<file path="src/rtl/serial_addsub.sv">
// Bit-serial adder/subtractor: one full-adder cell (two half adders + OR) and a
// carry flop process an operand pair LSB-first, one bit per clock.

module half_adder (
  input  logic x,
  input  logic y,
  output logic s,
  output logic c
);
  assign s = x ^ y;
  assign c = x & y;
endmodule

module serial_addsub #(
  parameter int WIDTH = 8
) (
  input  logic             clk,
  input  logic             rst_n,
  input  logic             start,
  input  logic             sub,
  input  logic [WIDTH-1:0] a,
  input  logic [WIDTH-1:0] b,
  output logic             busy,
  output logic             done,
  output logic [WIDTH-1:0] sum,
  output logic             cout,
  output logic             ovf
);
  localparam int CW = (WIDTH > 1) ? $clog2(WIDTH) : 1;

  typedef enum logic [1:0] {IDLE, SHIFT, DONE} state_t;

  state_t           state, state_nxt;
  logic [WIDTH-1:0] op_a, op_b, res, res_nxt;
  logic [CW-1:0]    cnt;
  logic             carry;
  logic             s_bit, c_bit, h0_s, h0_c, h1_c;
  logic             last, accept;

  half_adder u_ha0 (.x(op_a[0]), .y(op_b[0]), .s(h0_s), .c(h0_c));
  half_adder u_ha1 (.x(h0_s),    .y(carry),   .s(s_bit), .c(h1_c));
  assign c_bit = h0_c | h1_c;

  // Result fills from the MSB so the LSB-first bits land in order.
  generate
    if (WIDTH == 1) begin : g_res1
      assign res_nxt = s_bit;
    end else begin : g_resn
      assign res_nxt = {s_bit, res[WIDTH-1:1]};
    end
  endgenerate

  assign last   = (cnt == CW'(WIDTH - 1));
  assign accept = start && (state == IDLE || state == DONE);
  assign busy   = (state == SHIFT);
  assign done   = (state == DONE);

  always_ff @(posedge clk or negedge rst_n) begin
    if (!rst_n) state <= IDLE;
    else        state <= state_nxt;
  end

  always_comb begin
    state_nxt = state;
    case (state)
      IDLE:    if (start) state_nxt = SHIFT;
      SHIFT:   if (last)  state_nxt = DONE;
      DONE:    state_nxt = start ? SHIFT : IDLE;
      default: state_nxt = IDLE;
    endcase
  end

  // Subtraction is a + ~b + 1: invert B and seed the carry with sub.
  always_ff @(posedge clk or negedge rst_n) begin
    if (!rst_n) begin
      op_a  <= '0;
      op_b  <= '0;
      res   <= '0;
      cnt   <= '0;
      carry <= 1'b0;
      sum   <= '0;
      cout  <= 1'b0;
      ovf   <= 1'b0;
    end else if (accept) begin
      op_a  <= a;
      op_b  <= sub ? ~b : b;
      carry <= sub;
      cnt   <= '0;
      res   <= '0;
    end else if (state == SHIFT) begin
      op_a  <= op_a >> 1;
      op_b  <= op_b >> 1;
      carry <= c_bit;
      cnt   <= cnt + CW'(1);
      res   <= res_nxt;
      if (last) begin
        sum  <= res_nxt;
        cout <= c_bit;
        ovf  <= carry ^ c_bit;
      end
    end
  end
endmodule

</file>
<file path="config.mk">
export PLATFORM = sky130hd
export DESIGN_NAME = serial_addsub
export DESIGN_NICKNAME = d
export VERILOG_FILES = /design/src/rtl/serial_addsub.sv
export SDC_FILE = /design/constraint.sdc
export NUM_CORES = 1
export LEC_CHECK = 0
export ABC_AREA = 1
export CORE_MARGIN = 5
export CORE_UTILIZATION = 47
export DETAILED_ROUTE_END_ITERATION = 8
export PLACE_DENSITY_LB_ADDON = 0.1
export SLEW_MARGIN = 20
export SYNTH_ARGS = -nofsm -noshare
export SYNTH_HDL_FRONTEND = slang
export SYNTH_SLANG_ARGS = --single-unit
</file>
<file path="constraint.sdc">
create_clock -name clk -period 1.1 [get_ports clk]
set_input_delay 0.22 -clock clk [delete_from_list [all_inputs] [get_ports clk]]
set_output_delay 0.22 -clock clk [all_outputs]
set_load 0.05 [all_outputs]
</file>
* Yosys cells after proc, flatten, opt, wreduce, memory -nomap -nowiden
Cells that the tools add are included.
Storage, ports and cells: output and inout bits 12, flip-flop bits (word level) 40, word-level logic and storage cells 44, input bits 20
Operators by class: equal/unequal tests 5, bitwise logic cells 8, add/sub/neg operators 1, muxes and demuxes 15, reductions and logical operators 6
Operators with widths (count):
- two-way mux 8 bit | 7
- NOT 8 bit | 1
- two-way mux 3 bit | 2
- case mux 2 bit (3 select lines) | 1
- two-way mux 2 bit | 2
- adder 3 x 1 -> 3 bit, second input constant | 1
- equality test 3 bit, second input constant | 1
- two-way mux 1 bit | 3
- AND reduction 3 bit | 1
- bitwise XOR 1 bit | 3
- AND 1 bit | 2
- equality test 2 x 1 -> 1 bit, second input constant | 1
- equality test 2 bit, second input constant | 1
- logical NOT 2 bit | 1
- inequality test 2 x 1 -> 1 bit, second input constant | 1
- inequality test 2 bit, second input constant | 1
- AND reduction 2 bit | 1
- nonzero test 2 bit | 1
- logical AND 1 bit | 1
- logical OR 1 bit | 1
- NOT 1 bit | 1
- bitwise OR 1 bit | 1

* Logic depth before layout (Yosys ltp)
depth in word-level cells 5, gate-level depth with buffers 7, mapped depth without buffers 6

* By module
From an unflattened synthesis, not the netlist that was laid out.
Unflattened totals: cell total of the unflattened synthesis 235, area, all modules 1944.4 µm²
Modules (own cells, without submodules):
- serial_addsub | seq. area each 975.9 µm², area each 1919.3 µm², instances 1, cells an instance 233
- half_adder | seq. area each 0.0 µm², area each 12.5 µm², instances 2, cells an instance 1

* Worst setup path before layout
OpenSTA, ideal clock, no wires.
path kind reg2out, start point register state[0], end point output port done, data required time 0.880 ns, slack -0.329 ns, arrival 1.209 ns, cell stages (with the launch flop) 3, cell sequence dfrtp_1 > buf_4 > nor2_1
Between the ends: longest elaborated chain between the ends 1
Ends and longest elaborated chain:
- from (decl) | RTL line 33 | state_t state, state_nxt;
- from (signal assigned) | RTL line 60 | else state <= state_nxt;
- equality test 2 bit | RTL line 56 | assign done = (state == DONE);
- to (decl) | RTL line 24 | output logic done,
Every way passes these cells.

* Worst setup path after layout
start point register state[0], end point output port busy
Between the ends: longest elaborated chain between the ends 1
Ends and longest elaborated chain:
- equality test 2 x 1 -> 1 bit | RTL line 55 | assign busy = (state == SHIFT);
- to (decl) | RTL line 23 | output logic busy,
Every way passes these cells.

==> results.md <==
- Post-detail-place hpwl: 2.83 mm
- #FFs+latches synth: 39
- Via count: 1737
- CTS clock-pin slew for the worst setup and hold paths: 80 ps
- Layout cells sized above 1: 0.462
- Worst VDD drop: 0.00152 V
- Final setup viols: 44
- CP cell instances: inv_2 -> nor2_4 -> buf_12 -> buf_12
- Boundary Pins: 32
- Number of fill cells: 221
- RSZ-0062 raised after global routing: true
- Worst Hold Class: input port to async pin
- Max Cap Violations: 0
- R2R depth: 8
- N_diodes: 0
- Top FF cell, synth: dfrtp_1
- Post-synth EDFFs: 0
- Asr flop ratio synth: 1.00
- Initial antenna violation count: 0
- PwrDens: 3210 nW/um^2
- Finished Cell Area: 3200 um^2
- Setup_tns: -5560 ps
- Fin. Hold Viols: 0
- Area Growth Syn to Fin: 69.3%
- Violated checks: setup timing
- Area contributors post-synth: dfrtp_1 52%, nand2_1 20%, nand3_1 7.2%, inv_1 5.0%, o21ai_2 3.7%
- Slowest stage delay, CP: 420 ps
- CP dominant cell by count: buf_12
- Post-synth top area cell: dfrtp_1
- Status: complete, but fails checks
- Max-slew headroom: 0.758
- Fmax: 727 MHz
- Worst skew pair latency: 290 ps
- Initial DRC Count: 80
- Synth cell types: 19
- Wire per inst: 14.1 um
- # H-tree levels: 2
- Chip Height: 73.4 um
- CTS tree: built
- Fin worst setup slack: -276 ps
- Clk buf depth: 2
- Yosys Warn Count: 0
- Final #Nets: 323
- Post-Synthesis Cells: 231
- Period utilization: 1.25
- Arr. time, crit path: 1160 ps
- Chip width: 73.4 um
- Largest net degree at the start of global routing: 27
- Total grt overflow: 0
- Port Buffer Count: 31
- Worst setup EP type: primary output
- Crit Path Max Fanout: 2
- DRC violations left: 0
- Top cell type's share of synthesized area: 0.517
- Routed Antenna Nets: 0
- Vias in the first global route: 1684
- Sequential share of the synthesized area: 0.517
- Max Clock Skew: 8.20 ps
- Vias per cell: 4.95
- Worst Setup Start Kind: flip-flop
- Final GP Congestion: 0.765
- Worst Tran Pin Value: 363 ps
- Fin. max-slew vios: 0
- Setup WS pre-CTS: -258 ps
- Slowest CP cell: dfrtp_1
- Layout Utilization: 0.811
- CTS Sinks: 39
- CTS Buf Count: 5
- Leakage power: 1.58 nW
- Mean Syn Cell Area: 8.18 um^2
- First-pass GRT wire length: 7.66 mm
- Dpl cell area: 2560 um^2
- CP Class: flip-flop to primary output
- Initial core utilization: 0.479
- Router iterations before antenna repair: 4
- Rows: 23
- Total wire length: 4.94 mm
- Mapped Area: 1890 um^2
- GRT Util Overall: 0.186
- Power Total: 10.3 mW
- Syn_nets: 254
- CORE AREA: 3940 um^2
- Die area: 5390 um^2
- CTS root buffer: clkbuf_8
- Tmin final: 1380 ps
- CP required: 880 ps
stage by stage:
step,hold slack (ps),instances
global placement,141,326
detailed placement,141,326
finish,368,351
global route,380,351
CTS,360,344
floorplan,-75.6,231
placed cells by master, fill, tap and decap left out, types with 9 or more instances in the layout:
cell type | Yosys | routed
nand2_1 | 99 | 69
dfrtp_1 | 39 | 39
nand2_2 | 1 | 27
inv_1 | 25 | 23
clkdlybuf4s50_1 | 0 | 18
nand3_2 | 0 | 17
buf_12 | 0 | 16
buf_4 | 2 | 16
o21ai_2 | 8 | 14
buf_6 | 2 | 11
nand3_1 | 27 | 9
synth_stat cells, types with 2 or more instances:
library cell,instances
buf_2,3
buf_4,2
buf_6,2
dfrtp_1,39
ha_1,2
inv_1,25
inv_2,3
nand2_1,99
nand2_4,3
nand3_1,27
nor2_1,3
nor2_4,2
o21ai_0,8
o21ai_2,8
state kept, by name (all words and copies together) (netlist names):
signal / cells
op_a: 8
op_b: 8
sum: 8
res: 7
cnt: 3
state: 2
carry: 1
cout: 1
ovf: 1
layer usage:
layer,GRT usage,vias to the layer above,part of all wire
li1,-,855,-
met1,0.221,832,0.40
met2,0.328,40,0.54
met3,0.0479,10,0.044
met4,0.0563,0,0.018
met5,0,-,0
path summary, 6_finish.rpt:
kind	from	to	slack [ps]
worst max-delay path	state[0]	busy	-280
worst min-delay path	rst_n	res[3]	370
worst max register to register	state[0]	op_b[2]	-240
worst min register to register	op_a[3]	op_a[3]	490
max in group asynchronous	rst_n	carry	270
min in group clk	a[7]	op_a[7]	470
cell families after synthesis:
group / synth area share
adder cells (fa/ha/maj): 0.0238
buffers and inverters: 0.0834
XOR/XNOR: 0.00464
AO/OA/AOI/OAI: 0.0609
AND/OR/NAND/NOR: 0.311
flip-flops: 0.517
where the power goes:
group	switching, mW	internal (mW)	total [mW]
clock network	0.533	0.905	1.44
logic	3.17	3.02	6.19
registers	0.563	2.09	2.65
critical path: cells and delay by family (launching register included):
kind                   cells  cell delay, ps
buffers and inverters      3             320
and+or+nand+nor            1             120
DFF                        1             420
area by class of cell:
class                      count  area (um^2)  share of cell area
inverter                      28          113              0.0352
sequential                    39          976               0.305
multi-input combinational    159         1080               0.338
clock buffer                   5         68.8              0.0215
clock inverter                 3         67.6              0.0211
tap                           50         62.6              0.0196
timing repair buffer          67          832               0.260
timing repair:
action	in CTS	in global routing
hold endpoints to repair	13	0
resized for setup	51	47
cloned	2	2
setup buffers	8	5
hold buffers	1	0
endpoints found under the setup margin	32	51
pin swaps	26	18
(Power assumes the default switching activity.)
